==> src/rtl/mux_pkg.sv <==
// rtl/mux_pkg.sv - shared mode constants and selector width helper for mux_nto1_reg
package mux_pkg;

    localparam logic MODE_EXT = 1'b0;
    localparam logic MODE_RR  = 1'b1;

    // Width of a channel index for n channels (n >= 2, so never below 1)
    function automatic int sel_width(input int n);
        return (n <= 2) ? 1 : $clog2(n);
    endfunction

endpackage

==> src/rtl/rr_arbiter.sv <==
// rtl/rr_arbiter.sv - round-robin grant index starting the scan at ptr
module rr_arbiter
    import mux_pkg::*;
#(
    parameter  int NUM_IN = 2,
    localparam int SEL_W  = sel_width(NUM_IN)
) (
    input  logic [SEL_W-1:0]  ptr,
    input  logic [NUM_IN-1:0] valid,
    output logic [SEL_W-1:0]  grant,
    output logic              grant_valid
);

    localparam logic [SEL_W:0] NUM_IN_X = (SEL_W+1)'(NUM_IN);

    // Rotate so that bit k corresponds to channel (ptr + k) mod NUM_IN
    logic [NUM_IN-1:0] rot;
    assign rot = NUM_IN'({valid, valid} >> ptr);

    logic [SEL_W:0] sum;

    // Pick the lowest rotated offset that is valid; descending loop lets the lowest win
    always_comb begin
        grant       = '0;
        grant_valid = 1'b0;
        sum         = '0;
        for (int k = NUM_IN - 1; k >= 0; k--) begin
            if (rot[k]) begin
                sum = {1'b0, ptr} + (SEL_W+1)'(k);
                if (sum >= NUM_IN_X) begin
                    sum = sum - NUM_IN_X;
                end
                grant       = sum[SEL_W-1:0];
                grant_valid = 1'b1;
            end
        end
    end

endmodule

==> src/rtl/mux_nto1_reg.sv <==
// rtl/mux_nto1_reg.sv - N:1 valid/ready mux with registered output; MUX_RR_EN adds round-robin mode
module mux_nto1_reg
    import mux_pkg::*;
#(
    parameter  int WIDTH  = 4,
    parameter  int NUM_IN = 2,
    localparam int SEL_W  = sel_width(NUM_IN)
) (
    input  logic                    clk,
    input  logic                    reset,
    input  logic                    mode,
    input  logic [SEL_W-1:0]        selector,
    input  logic [NUM_IN*WIDTH-1:0] data_in,
    input  logic [NUM_IN-1:0]       valid_in,
    output logic [NUM_IN-1:0]       ready_in,
    output logic [WIDTH-1:0]        data_out,
    output logic                    valid_out,
    output logic [SEL_W-1:0]        grant_out,
    input  logic                    ready_out
);

    localparam logic [SEL_W:0] NUM_IN_X = (SEL_W+1)'(NUM_IN);

    logic [WIDTH-1:0] ch [NUM_IN];

    for (genvar i = 0; i < NUM_IN; i++) begin : g_unpack
        assign ch[i] = data_in[i*WIDTH +: WIDTH];
    end

    logic             load;
    logic             xfer;
    logic [SEL_W-1:0] grant;
    logic             grant_valid;
    logic             ext_grant_valid;

    assign load            = !valid_out || ready_out;
    assign ext_grant_valid = ({1'b0, selector} < NUM_IN_X);

`ifdef MUX_RR_EN
    logic [SEL_W-1:0] ptr;
    logic [SEL_W-1:0] rr_grant;
    logic             rr_grant_valid;
    logic [SEL_W:0]   ptr_inc;

    rr_arbiter #(
        .NUM_IN      (NUM_IN)
    ) u_rr_arbiter (
        .ptr         (ptr),
        .valid       (valid_in),
        .grant       (rr_grant),
        .grant_valid (rr_grant_valid)
    );

    // Mode picks the grant source on the same cycle it changes
    always_comb begin
        if (mode == MODE_RR) begin
            grant       = rr_grant;
            grant_valid = rr_grant_valid;
        end else begin
            grant       = selector;
            grant_valid = ext_grant_valid;
        end
    end

    assign ptr_inc = {1'b0, grant} + (SEL_W+1)'(1);

    // Pointer moves past the served channel only on round-robin transfers
    always_ff @(posedge clk) begin
        if (reset) begin
            ptr <= '0;
        end else if (xfer && (mode == MODE_RR)) begin
            ptr <= (ptr_inc == NUM_IN_X) ? '0 : ptr_inc[SEL_W-1:0];
        end
    end
`else
    logic unused_mode;
    assign unused_mode = mode;
    assign grant       = selector;
    assign grant_valid = ext_grant_valid;
`endif

    assign xfer = !reset && load && grant_valid && valid_in[grant];

    // At most one channel is accepted, and only when the output stage can take it
    always_comb begin
        ready_in = '0;
        if (xfer) begin
            ready_in[grant] = 1'b1;
        end
    end

    // Output stage: load the granted word, zero on idle, hold under backpressure
    always_ff @(posedge clk) begin
        if (reset) begin
            data_out  <= '0;
            valid_out <= 1'b0;
            grant_out <= '0;
        end else if (load) begin
            if (xfer) begin
                data_out  <= ch[grant];
                valid_out <= 1'b1;
                grant_out <= grant;
            end else begin
                data_out  <= '0;
                valid_out <= 1'b0;
            end
        end
    end

endmodule

==> config.mk <==
export PLATFORM = sky130hd
export DESIGN_NAME = mux_nto1_reg
export DESIGN_NICKNAME = d
export VERILOG_FILES = /design/src/rtl/mux_pkg.sv /design/src/rtl/rr_arbiter.sv /design/src/rtl/mux_nto1_reg.sv
export SDC_FILE = /design/constraint.sdc
export NUM_CORES = 1
export LEC_CHECK = 0
export ABC_AREA = 1
export CAP_MARGIN = 20
export CORE_AREA = 4 4 41 43
export DETAILED_ROUTE_END_ITERATION = 7
export DIE_AREA = 0 0 45 47
export GPL_TIMING_DRIVEN = 0
export PLACE_DENSITY = 0.61
export SLEW_MARGIN = 20
export SYNTH_ARGS = -nofsm -noshare
export SYNTH_HDL_FRONTEND = slang
export SYNTH_SLANG_ARGS = --single-unit
==> constraint.sdc <==
create_clock -name clk -period 2.3 [get_ports clk]
set_clock_uncertainty 0.05 [all_clocks]
set_input_delay 0.46 -clock clk [delete_from_list [all_inputs] [get_ports clk]]
set_output_delay 0.46 -clock clk [all_outputs]
set_load 0.01 [all_outputs]
==> Word-level counts from Yosys, hierarchy flattened <==
Cells that the tools add are included.
{ "classes": {"n_addsub": 0, "multipliers": 0, "eq_ne": 0, "bitwise": 1, "div_mod_pow": 0, "order_cmp": 3, "n_reduce_logical": 7, "mux": 10, "n_shift": 0} }
{ "op_table": {"columns": ["cell", "n"], "rows": [
  ["$mux W4", 4],
  ["$mux W1", 4],
  ["$logic_and A1 B1 Y1", 3],
  ["$ge A2 B2 Y1 const B", 1],
  ["$logic_not A1 Y1", 2],
  ["$lt A1 B2 Y1 const B", 1],
  ["$mux W2", 1],
  ["$not A1 Y2", 1],
  ["$reduce_and A2 Y1", 1],
  ["$demux W1 S1", 1],
  ["$ge A1 B1 Y1 const B", 1],
  ["$logic_or A1 B1 Y1", 1]
]} }
{ "word_totals": {"ramBits": 0, "inputBits": 15, "mem_bits_ro": 0, "ff_bits": 6, "latchBits": 0, "memories": 0} }

==> Logic depth before layout (Yosys ltp) <==
{ "logic_depth": {"word_depth": 5, "ltp_mapped": 6} }

==> Worst setup path before layout <==
No wires, ideal clock.
{ "synth_path": {"kind": "in2out", "from": "input selector", "to": "output ready_in[1]", "required_ps": 1790, "t_arrival_ps": 924, "setup_slack_ps": 866, "cell_stages": 5, "cell_sequence": "inv_2 > nand2_4 > nand2_4 > nand2_1 > nor2_1"} }
{ "synth_via": {"elab_chain_cells": 5, "word_cells_on_any_way": 9, "classes_between": "order compare (2); mux (5); reduce/logical (2)"} }
{ "synth_rtl": {"columns": ["item", "line", "rtl"], "rows": [
  ["from (decl)", "mux_nto1_reg.sv:12", "input logic [SEL_W-1:0] selector,"],
  ["$lt A1 B2 Y1 (not written as such) or $ge A1 B1 Y1 (tied branches)", "mux_nto1_reg.sv:88", "ready_in[grant] = 1'b1;"],
  ["$logic_and A1 B1 Y1 (not written as such)", "mux_nto1_reg.sv:88", null],
  ["$mux W1 (not written as such)", "mux_nto1_reg.sv:88", null],
  ["$demux W1 S1", "mux_nto1_reg.sv:88", null],
  ["$mux W2 (*)", "mux_nto1_reg.sv:87", "if (xfer) begin"],
  ["to (decl)", "mux_nto1_reg.sv:15", "output logic [NUM_IN-1:0] ready_in,"]
]} }
Every way passes the cells marked *; elsewhere a longest branch is shown, timed or not. The select of a mux whose other input is x is not followed.

==> Final worst setup path <==
{ "layout_path": {"from": "input ready_out", "to": "output ready_in[1]"} }
{ "layout_via": {"elab_chain_cells": 4} }
{ "layout_rtl": {"columns": ["item", "line", "rtl"], "rows": [
  ["from (decl)", "mux_nto1_reg.sv:19", "input logic ready_out"],
  ["$logic_or A1 B1 Y1", "mux_nto1_reg.sv:36", "assign load = !valid_out || ready_out;"],
  ["$logic_and A1 B1 Y1 (2 in a row)", "mux_nto1_reg.sv:82", "assign xfer = !reset && load && grant_valid && valid_in[grant];"],
  ["$mux W2", "mux_nto1_reg.sv:87", null]
]} }
No other way between the ends.

==> flow_metrics.py <==
metrics = {
    "run_status": {
        "outcome": "finished clean",
    },
    "detailed_routing": {
        "viasPerCell": 4.16,
        "drc": 0,
        "wl_per_cell_um": 9.52,
        "firstDrtPassIters": 2,
        "ant_nets": 0,
        "routed-via-count": 374,
        "drtIter0Drc": 4,
        "routed_wl_um": 857,
    },
    "sta": {
        "min_period_ns": 2.07,
        "slew_viol_final": 0,
        "hold_slack_ns": 0.414,
        "hold_viol": 0,
        "max_clock_freq_mhz": 482,
        "fin_crit_sh": 0.902,
        "setup_viol_count_final": 0,
        "max_slew_margin": 0.778,
        "tightest_slew_ns": 0.331,
        "rsz0062_at_grt": "false",
        "finalWorstSetupSlack_ns": 0.226,
    },
    "global_route": {
        "antenna_found_initial": 0,
        "grt_max_degree": 9,
        "grt_pass1_vias": 352,
        "grt-ovfl-total": 0,
        "grt_usage": 0.101,
        "grt_pass1_wl_um": 1450,
    },
    "cts": {
        "clock_latency_ns": 0.24,
        "cts_tree": "done",
        "numCtsBuffers": 3,
        "max-clock-path-buffers": 2,
        "root_buffer": "clkbuf_4",
        "numClockSinks": 6,
        "htreeDepth": 1,
        "clkSlewWorstSetupHoldPaths_ns": 0.04,
        "cts-hold-fix-buffers": 0,
    },
    "synthesis": {
        "syn_nets": 63,
        "yosys_warnings": 0,
        "synth_area_leaders": "dfxtp_1 (37%), nand2_1 (22%), a21oi_1 (7.7%)",
        "avgSynthCellArea_sq_um": 6.75,
        "yosysSeqAreaShare": 0.371,
        "ys_seq_elements": 6,
        "synth_cells": 48,
        "synth_top_area_frac": 0.371,
        "synth_top_area_cell": "dfxtp_1",
        "synth_area_sq_um": 324,
        "synth_cell_type_count": 11,
    },
    "floorplanning": {
        "io_pins": 23,
        "dieArea_sq_um": 2120,
        "die_h_um": 47,
        "coreArea_sq_um": 1300,
        "die_w_um": 45,
        "start_util": 0.249,
        "rows": 13,
    },
    "setup_path": {
        "slowest_delay_ns": 0.49,
        "worst_setup_path_start_kind": "input pin",
        "cp_data_arrival_time_ns": 1.56,
        "critical_path.max_fanout": 3,
        "cp_cell_sequence": "clkdlybuf4s50_1, inv_2, a21oi_4, nand2_1, nor2_1, dlygate4sd2_1",
        "crit_type": "in2out",
        "crit_required_ns": 1.79,
        "rrSetupSlack_ns": 1.23,
        "cp_slowest_cell": "clkdlybuf4s50_1",
        "endpoint_kind": "output port",
    },
    "layout": {
        "fin_nets": 92,
        "multi_input_area_sq_um": 181,
        "layout_common_cells": "nand2_1 (19), clkdlybuf4s50_1 (17), dfxtp_1 (6)",
        "layout_commonest_cell": "nand2_1",
        "fin_util": 0.456,
        "fill_cells": 149,
        "seqCellArea_sq_um": 120,
        "area_growth_syn_to_layout_pct": 83.0,
        "finish.instance_area_sq_um": 593,
        "drive_gt1_frac": 0.173,
        "n_antenna_cell": 0,
    },
    "power": {
        "power_density_nw_per_um2": 472,
        "p_leak_nw": 0.279,
        "ir_drop_uv": 175,
    },
    "placement": {
        "io_buffers": 21,
        "preCtsSetupSlack_ns": -0.218,
        "place_area_sq_um": 553,
        "gp_congestion": 0.751,
    },
    "job": {
        "cap_violations": 0,
    },
    "hold_path": {
        "hold_path_class": "reg2reg",
    },
}
-- flip-flops by register name, summed over array words and instances (netlist names) --
register	flops
grant_out	1
valid_out	1
data_out	4
-- routing by layer --
metal	part of all wire	up-vias	global-route usage
li1	-	206	-
met1	0.41	149	0.103
met2	0.47	17	0.155
met3	0.10	2	0.0268
met4	0.014	0	0.123
met5	0	-	0
-- synth_stat cells (all sizes together) --
master  number
a21oi        6
dfxtp        6
inv          6
nand2       21
nand3        5
nor2         3
o21ai        1
-- per-stage QoR --
step | total power (W) | setup TNS (ns) | instances
3_3_place_gp | 0.000185 | -0.436 | 84
4_1_cts | 0.000286 | 0 | 90
5_1_grt | 0.000299 | 0 | 90
3_5_place_dp | 0.000185 | -0.429 | 84
6_report | 0.000280 | 0 | 90
2_1_floorplan | 0.000143 | 0 | 48
-- path summary, 6_finish.rpt --
| check | from | end | depth (start not counted) |
|---|---|---|---|
| max reg2reg | valid_out$_SDFFE_PP0P_ | data_out[2]$_SDFFE_PP0P_ | 4 |
| max | ready_out | ready_in[1] | 6 |
| min reg2reg | data_out[0]$_SDFFE_PP0P_ | data_out[0]$_SDFFE_PP0P_ | 2 |
| min | data_out[0]$_SDFFE_PP0P_ | data_out[0]$_SDFFE_PP0P_ | 2 |
-- kinds of logic (layout without fill, tap and decap cells) --
kind of cell | Yosys count | count (layout) | share of synthesized area
buffers and inverters | 6 | 33 | 0.0695
AO/OA/AOI/OAI | 7 | 7 | 0.143
AND/OR/NAND/NOR | 29 | 29 | 0.417
flip-flops | 6 | 6 | 0.371
-- critical path, delay by kind of cell --
family / cells / cell delay [ns]
simple gates: 2 / 0.14
compound gates: 1 / 0.14
buf+inv: 3 / 0.81
-- final cells by class --
class                      instances  share of cell area
timing repair buffer              24               0.384
multi-input combinational         36               0.306
sequential                         6               0.203
clock buffer                       3              0.0380
inverter                           6              0.0380
tap                               15              0.0316
-- report_power, final --
part | leakage, nW | total (W) | switching, W | internal, W
clock network | 0.0138 | 0.0000947 | 0.0000358 | 0.0000589
logic | 0.216 | 0.0000722 | 0.0000310 | 0.0000412
registers | 0.0490 | 0.000113 | 0.00000361 | 0.000109
total | 0.279 | 0.000280 | 0.0000705 | 0.000209
-- what timing repair did --
item	CTS	global route
setup buffers	3	0
endpoints found under the setup margin	2	0
endpoints found under the hold margin	0	0
resized for setup	4	0
Note: power is estimated with default switching activity, not from simulation.
